File: src/rtl/inc_pulse_bcd_display.sv
// N_DIGITS BCD increment counter with a time-multiplexed common-anode 7-segment scan.
// Optional build macro LEADING_ZERO_BLANK_EN blanks leading zero digits (digit 0 always shown).
module inc_pulse_bcd_display #(
    parameter int unsigned N_DIGITS    = 4,
    parameter int unsigned REFRESH_DIV = 100000
) (
    input  logic                    clk,
    input  logic                    resetN,
    input  logic                    IncPulse_in,
    input  logic                    Clear,
    output logic [4*N_DIGITS-1:0]   count_bcd,
    output logic                    wrap_pulse,
    output logic [6:0]              seg,
    output logic [N_DIGITS-1:0]     an
);

    localparam int unsigned CNT_W = 4 * N_DIGITS;
    localparam int unsigned REF_W = (REFRESH_DIV > 1) ? $clog2(REFRESH_DIV) : 1;
    localparam int unsigned IDX_W = (N_DIGITS > 1) ? $clog2(N_DIGITS) : 1;
    localparam logic [REF_W-1:0] REF_LAST = REF_W'(REFRESH_DIV - 1);
    localparam logic [IDX_W-1:0] IDX_LAST = IDX_W'(N_DIGITS - 1);
    localparam logic [6:0]       SEG_BLANK = 7'h7F;

    function automatic logic [6:0] seg_decode(input logic [3:0] d);
        logic [6:0] s;
        case (d)
            4'd0:    s = 7'h40;
            4'd1:    s = 7'h79;
            4'd2:    s = 7'h24;
            4'd3:    s = 7'h30;
            4'd4:    s = 7'h19;
            4'd5:    s = 7'h12;
            4'd6:    s = 7'h02;
            4'd7:    s = 7'h78;
            4'd8:    s = 7'h00;
            4'd9:    s = 7'h10;
            default: s = SEG_BLANK;
        endcase
        return s;
    endfunction

    // Reset asserts asynchronously; release is delayed two edges to avoid metastability.
    logic [1:0] rst_sync_q;
    logic       rst_n;

    always_ff @(posedge clk or negedge resetN) begin
        if (!resetN) begin
            rst_sync_q <= 2'b00;
        end else begin
            rst_sync_q <= {rst_sync_q[0], 1'b1};
        end
    end

    assign rst_n = rst_sync_q[1];

    logic [CNT_W-1:0] count_q, count_d;
    logic             wrap_q, wrap_d;
    logic [REF_W-1:0] ref_q, ref_d;
    logic [IDX_W-1:0] idx_q, idx_d;
    logic [6:0]       seg_q, seg_d;
    logic [N_DIGITS-1:0] an_q, an_d;

    logic             carry;
    logic [3:0]       digit;
    logic [3:0]       cur_digit;
    logic             blank;
`ifdef LEADING_ZERO_BLANK_EN
    logic             hi_nonzero;
`endif

    // BCD ripple increment; a carry out of the top digit is the wrap.
    always_comb begin
        count_d = count_q;
        wrap_d  = 1'b0;
        carry   = IncPulse_in;
        digit   = 4'd0;
        for (int k = 0; k < N_DIGITS; k++) begin
            digit = count_q[4*k +: 4];
            if (carry) begin
                if (digit >= 4'd9) begin
                    count_d[4*k +: 4] = 4'd0;
                end else begin
                    count_d[4*k +: 4] = digit + 4'd1;
                    carry             = 1'b0;
                end
            end
        end
        if (Clear) begin
            count_d = '0;
        end else begin
            wrap_d = carry;
        end
    end

    // Free-running refresh divider and digit index.
    always_comb begin
        ref_d = (ref_q == REF_LAST) ? '0 : ref_q + REF_W'(1);
        idx_d = idx_q;
        if (ref_q == REF_LAST) begin
            idx_d = (idx_q == IDX_LAST) ? '0 : idx_q + IDX_W'(1);
        end
    end

    // Select the lit digit and decide whether it is a blanked leading zero.
    always_comb begin
        cur_digit = 4'd0;
        blank     = 1'b0;
`ifdef LEADING_ZERO_BLANK_EN
        hi_nonzero = 1'b0;
`endif
        for (int k = 0; k < N_DIGITS; k++) begin
            if (IDX_W'(k) == idx_q) begin
                cur_digit = count_q[4*k +: 4];
            end
`ifdef LEADING_ZERO_BLANK_EN
            if ((IDX_W'(k) >= idx_q) && (count_q[4*k +: 4] != 4'd0)) begin
                hi_nonzero = 1'b1;
            end
`endif
        end
`ifdef LEADING_ZERO_BLANK_EN
        blank = (idx_q != '0) && !hi_nonzero;
`endif
        seg_d = blank ? SEG_BLANK : seg_decode(cur_digit);
        an_d  = ~(N_DIGITS'(1) << idx_q);
    end

    always_ff @(posedge clk or negedge rst_n) begin
        if (!rst_n) begin
            count_q <= '0;
            wrap_q  <= 1'b0;
            ref_q   <= '0;
            idx_q   <= '0;
            seg_q   <= SEG_BLANK;
            an_q    <= '1;
        end else begin
            count_q <= count_d;
            wrap_q  <= wrap_d;
            ref_q   <= ref_d;
            idx_q   <= idx_d;
            seg_q   <= seg_d;
            an_q    <= an_d;
        end
    end

    assign count_bcd  = count_q;
    assign wrap_pulse = wrap_q;
    assign seg        = seg_q;
    assign an         = an_q;

endmodule

File: config.mk
export PLATFORM = sky130hd
export DESIGN_NAME = inc_pulse_bcd_display
export DESIGN_NICKNAME = d
export VERILOG_FILES = /design/src/rtl/inc_pulse_bcd_display.sv
export SDC_FILE = /design/constraint.sdc
export NUM_CORES = 1
export LEC_CHECK = 0
export ABC_CLOCK_PERIOD_IN_PS = 1600
export CAP_MARGIN = 20
export CORE_ASPECT_RATIO = 0.9
export CORE_MARGIN = 10
export CORE_UTILIZATION = 55
export CTS_CLUSTER_SIZE = 8
export DETAILED_ROUTE_END_ITERATION = 10
export HOLD_SLACK_MARGIN = 0.15
export PLACE_DENSITY = 0.8
export SLEW_MARGIN = 20
export SYNTH_ARGS = -nofsm -noshare
export SYNTH_HDL_FRONTEND = slang
export SYNTH_SLANG_ARGS = --single-unit
File: constraint.sdc
create_clock -name clk -period 1.6 [get_ports clk]
set_input_delay 0.48 -clock clk [delete_from_list [all_inputs] [get_ports clk]]
set_output_delay 0.48 -clock clk [all_outputs]
set_load 0.02 [all_outputs]
After elaboration in Yosys (flattened, before gate mapping)

Memories as Yosys holds them, arrays and structs flattened. A register that Yosys moved wholly into a read port is not among the register bits.
Cells that the tools add are included.

Bits in read-only memories: 112
Word-level logic and storage cells: 57
Output and inout port bits: 28
Register bits after elaboration: 42
Memories: 1

$lt $le $gt $ge: 4
Equal/unequal tests: 5
Bitwise logic cells: 1
Reductions and logical operators: 6
Shift-type cells: 1
Mux-type cells: 24
Add/subtract/negate cells: 6

Memory list:

| memory           | words | width | read ports | clocked after Yosys merged registers in | write ports | RTL line | source |
|---|---|---|---|---|---|---|---|
| (name not given) | 16    | 7     | 1          | 1                                       | 0           | 26       | `case (d)` |

Operators by type and width:

| cell                    | number |
|---|---|
| $mux W4                 | 12 |
| $add A17 B1 Y17 const B | 1 |
| $eq A17 B17 Y1 const B  | 1 |
| $mux W17                | 1 |
| $add A4 B1 Y4 const B   | 4 |
| $ge A4 B4 Y1 const B    | 4 |
| $mux W16                | 1 |
| $mux W1                 | 9 |
| $reduce_bool A2 Y1      | 4 |
| $eq A2 B2 Y1 const A    | 2 |
| $not A4 Y4              | 1 |
| $shl A1 B2 Y4 const A   | 1 |
| $add A2 B1 Y2 const B   | 1 |
| $eq A1 B2 Y1 const A    | 1 |
| $eq A2 B2 Y1 const B    | 1 |
| $logic_not A2 Y1        | 1 |
| $mux W2                 | 1 |
| $logic_not A1 Y1        | 1 |

Longest topological paths before layout

Depth after elaboration: 7
Mapped depth: 10
Gate-level depth less buffers: 9

Worst setup path before layout

Ideal clock, no wire load.

Path kind: reg-to-reg
From: reg count_q[0] (netlist: count_bcd[0])
To: reg count_q[15] (netlist: count_bcd[15])
Setup time: 0.074 ns
Required time: 1.526 ns
Cell stages (with the launch flop): 8
Slack: -0.500 ns
Clock period less this slack: 2.100 ns
Data arrival time: 2.026 ns
Buffers on the path: 0
Path through: dfrtp_1 -> inv_1 -> ha_1 -> or3b_4 -> nand3_4 -> or3_4 -> or3_1 -> a21oi_2

Cells in the longest elaborated chain, start to end: 6

Ends and longest elaborated chain:

| item                                | RTL line | source |
|---|---|---|
| start: declaration                  | 56       | `logic [CNT_W-1:0] count_q, count_d;` |
| start signal: assignment            | 137      | `count_q <= count_d;` |
| $ge A4 B4 Y1                        | 80       | `if (digit >= 4'd9) begin` |
| $mux W1                             | 80       |  |
| $mux W1 (3 in series)               | 79       | `if (carry) begin` |
| $reduce_bool A2 Y1 (no source line) | n/a      |  |

No other way between the ends.
A chain may end at the register's enable or synchronous reset.

Worst setup path after layout

From: reg idx_q[0]
To: reg seg_q[1] (netlist: seg[1])

Cells in the longest elaborated chain, start to end: 5
Elaborated cells between the ends (all ways): 8
Those cells by class: 3 x eq/ne; 4 x mux; 1 x reduce/logical

Ends and longest elaborated chain:

| item                     | RTL line | source |
|---|---|---|
| start: declaration       | 59       | `logic [IDX_W-1:0] idx_q, idx_d;` |
| start signal: assignment | 140      | `idx_q <= idx_d;` |
| $logic_not A2 Y1         | 112      | `if (IDX_W'(k) == idx_q) begin` |
| $mux W4 (3 in series)    | 112      |  |
| $mux W4 (*)              | 112      |  |
| end: declaration         | 60       | `logic [6:0] seg_q, seg_d;` |

Every way passes the cells marked *; elsewhere a longest branch is shown, timed or not.

==> metrics.log <==
INFO  metric outcome = complete, but fails checks
INFO  metric failed_checks = negative setup slack
INFO  metric synth_area_per_cell = 10.1 um^2
INFO  metric detail_route.wl_per_cell = 27.0 um
INFO  metric count_of_antenna_diodes_in_the_layout = 0
INFO  metric cts.clk_slew.worst_paths = 0.10 ns
INFO  metric worst_setup_margin = -0.614 ns
INFO  metric crit_path_max_fanout = 6
INFO  metric largest_net_degree_at_the_start_of_global_routing = 36
INFO  metric nets = 401
INFO  metric fillerInstances = 114
INFO  metric route.vias.total = 2882
INFO  metric clkLatencyLatePin = 0.32 ns
INFO  metric finalWorstPathRequiredPeriod = 2.21 ns
INFO  metric final_common_cell = sky130_fd_sc_hd__buf_4
INFO  metric cts_root_buf = sky130_fd_sc_hd__clkbuf_8
INFO  metric placed_insts = 408
INFO  metric critPathBufInv = 4
INFO  metric grt_util_met1 = 24.6%
INFO  metric clock_tree_from_tritoncts = yes
INFO  metric yosysWarningCount = 0
INFO  metric core_area = 0.00452 mm^2
INFO  metric ys_async_sr_fraction = 100%
INFO  metric timing.rr.end = seg[1]
INFO  metric cp_common_cell = sky130_fd_sc_hd__buf_4
INFO  metric area_growth = 61.8%
INFO  metric synth.top_cells.by_area = sky130_fd_sc_hd__dfrtp_1 (36%), sky130_fd_sc_hd__dfstp_2 (11%), sky130_fd_sc_hd__ha_1 (11%), sky130_fd_sc_hd__nand2_1 (3.6%), sky130_fd_sc_hd__nor2_1 (3.4%)
INFO  metric clock-sinks = 49
INFO  metric timing.critical_path.cells = buf_6 > ha_4 > buf_4 > a21oi_2 > o21ai_2 > a22oi_2 > buf_4 > buf_4 > o22ai_2
INFO  metric area_share_of_the_largest_cell_type_after_synthesis = 36.3%
INFO  metric ys_ff_latch = 49
INFO  metric crit_path_max_incr_delay = 0.45 ns
INFO  metric grt-busiest-layer = met2
INFO  metric post_cts_hold_fix_bufs = 0
INFO  metric synth_top_flop_cell = sky130_fd_sc_hd__dfrtp_1
INFO  metric required = 1.85 ns
INFO  metric ir_worst_vdd = 0.548 mV
INFO  metric max_cap_violations = 0
INFO  metric htree_levels = 2
INFO  metric powerDensity = 595 mW/mm^2
INFO  metric cellLeakagePower = 1.97 nW
INFO  metric setup_viol = 37
INFO  metric finalCoreUtilization = 93.7%
INFO  metric fin_skew = 0.0110 ns
INFO  metric met3_usage = 6.60%
INFO  metric place.gp.congestion = 0.846
INFO  metric grt_setup_unrepaired = yes
INFO  metric hold_ws = 0.177 ns
INFO  metric drive_gt1_share = 58.5%
INFO  metric synth_edf_count = 0
INFO  metric timing.final.max_slew_violations = 0
INFO  metric core.rowCount = 23
INFO  metric drt_first_pass_iters = 5
INFO  metric worstSetupPathType = flip-flop to flip-flop
INFO  metric globalRouteTotalUtil = 22.8%
INFO  metric pre_cts_slack = -0.524 ns
INFO  metric worstPathArrival = 2.47 ns
INFO  metric grt_antenna_before_repair = 0
INFO  metric grtUsageMet2 = 38.6%
INFO  metric seq_area_frac_synth = 47.4%
INFO  metric total_power = 2.52 mW
INFO  metric finalHoldViolCount = 0
INFO  metric path_delay_family = compound AO/OA/AOI/OAI gates
INFO  metric most_area_hungry_cell_type_in_the_yosys_netlist = sky130_fd_sc_hd__dfrtp_1
INFO  metric final.period_utilization = 138%
INFO  metric floorplan.die.width = 92.7 um
INFO  metric path_depth = 9
INFO  metric final_antenna_net_count = 0
INFO  metric grt_first_pass_wirelength = 14300 um
INFO  metric ff2ff_path_depth = 9
INFO  metric holdCritPathClass = flip-flop to async pin
INFO  metric route.detailed.drc = 0
INFO  metric slowest_stage = sky130_fd_sc_hd__dfrtp_1
INFO  metric place.port_buffers = 31
INFO  metric initialDrtViolationCount = 323
INFO  metric rr_startpoint = idx_q[0]
INFO  metric grt_pass1_vias = 2727
INFO  metric netlist_instances = 258
INFO  metric top_level_ports = 32
INFO  metric syn-num-nets = 284
INFO  metric die_area = 0.00792 mm^2
INFO  metric detailedPlacementHpwl = 4870 um
INFO  metric syn_std_cell_area = 0.00262 mm^2
INFO  metric drt_wl_total = 11800 um
INFO  metric maximum_operating_frequency = 452 MHz
INFO  metric residual_overflow_from_global_routing = 0
INFO  metric layout.cells.non_filler = 438
INFO  metric sort_of_element_at_the_start_of_the_critical_path = flip-flop
INFO  metric r2r_setup_slack = -0.61 ns
INFO  metric distinct_cell_type_count_after_synthesis = 51
INFO  metric avgViaCountPerCell = 6.58
INFO  metric ctsLongestPathBuffers = 2
INFO  metric die_h = 85.4 um
INFO  metric floorplan.initialDensity = 57.9%
INFO  metric crit_start = idx_q[0]
INFO  metric number_of_buffers_added_by_the_clock_tree_synthesis_step = 5
INFO  metric top_library_cells_by_usage_in_the_layout_fill_and_taps_aside = sky130_fd_sc_hd__buf_4 (69), sky130_fd_sc_hd__dfrtp_1 (33), sky130_fd_sc_hd__nand2_1 (19), sky130_fd_sc_hd__inv_1 (15), sky130_fd_sc_hd__buf_6 (15)
INFO  metric worstSetupEndpointType = flip-flop
[cell families after synthesis]
group	after synthesis	share of synthesized area [%]
compound gates	43	11.1
xor+xnor	17	5.69
fa+ha+maj	22	10.5
buf+inv	27	4.16
flops	49	47.4
mux	4	1.63
other cells	1	0.143
simple gates	95	19.4
[report_power, final]
group          total (mW)  internal (mW)  switching (mW)
Combinational       0.303          0.138           0.165
Sequential           1.28           1.27          0.0172
Clock               0.931          0.469           0.462
Total                2.52           1.87           0.644
[metrics by stage]
| step | area [um^2] | setup TNS, ns |
|---|---|---|
| 6_report | 4230 | -9.21 |
| 2_1_floorplan | 2670 | -2.72 |
| 3_5_place_dp | 3500 | -6.89 |
| 3_3_place_gp | 3500 | -5.85 |
| 4_1_cts | 3970 | -3.69 |
| 5_1_grt | 4230 | -10.68 |
[registers in the layout, indices dropped and copies added, names as in the netlist]
register	flops
seg	7
idx_q	2
ref_q	17
wrap_pulse	1
rst_sync_q	2
an	4
count_bcd	16
[synth_stat cells, drive strengths merged, types with 3 or more instances]
| library cell | count |
|---|---|
| a2bb2oi | 3 |
| nand3 | 16 |
| dfstp | 11 |
| a22oi | 3 |
| ha | 22 |
| nor2 | 24 |
| xor2 | 7 |
| a21oi | 14 |
| o21ai | 8 |
| o31ai | 3 |
| and3 | 4 |
| buf | 4 |
| nor2b | 3 |
| nand4 | 5 |
| inv | 22 |
| nor3 | 4 |
| dfrtp | 38 |
| xnor2 | 10 |
| nand2 | 25 |
[how the worst max path moves through the flow]
stage,endpoint,slack (ns)
2_1_floorplan,count_bcd[15],-0.33
3_3_place_gp,count_bcd[15],-0.50
3_5_place_dp,count_bcd[15],-0.52
4_1_cts,seg[4],-0.34
5_1_grt,seg[0],-0.68
6_report,seg[1],-0.61
[routing by layer]
metal / wire (um) / share of wire, % / up-vias
li1: - / - / 1112
met1: 4090 / 35 / 1380
met2: 5700 / 48 / 295
met3: 1210 / 10 / 95
met4: 808 / 6.8 / 0
met5: 0 / 0 / -
[area by class of cell]
cell class	count	area, um^2	share of cell area, %
multi-input cells	182	1760	41.5
flip-flops and latches	49	1250	29.4
repair buffers	115	953	22.5
inverters	22	85.1	2.01
well taps	62	77.6	1.83
clock buffers	5	68.8	1.63
clock inverters	3	43.8	1.03
[timing repair]
item	CTS	global route
buffers inserted	11	14
pin swaps	28	33
endpoints found under the setup margin	54	49
gates resized for setup	142	70
No activity file was read; power rests on OpenSTA's default activity.
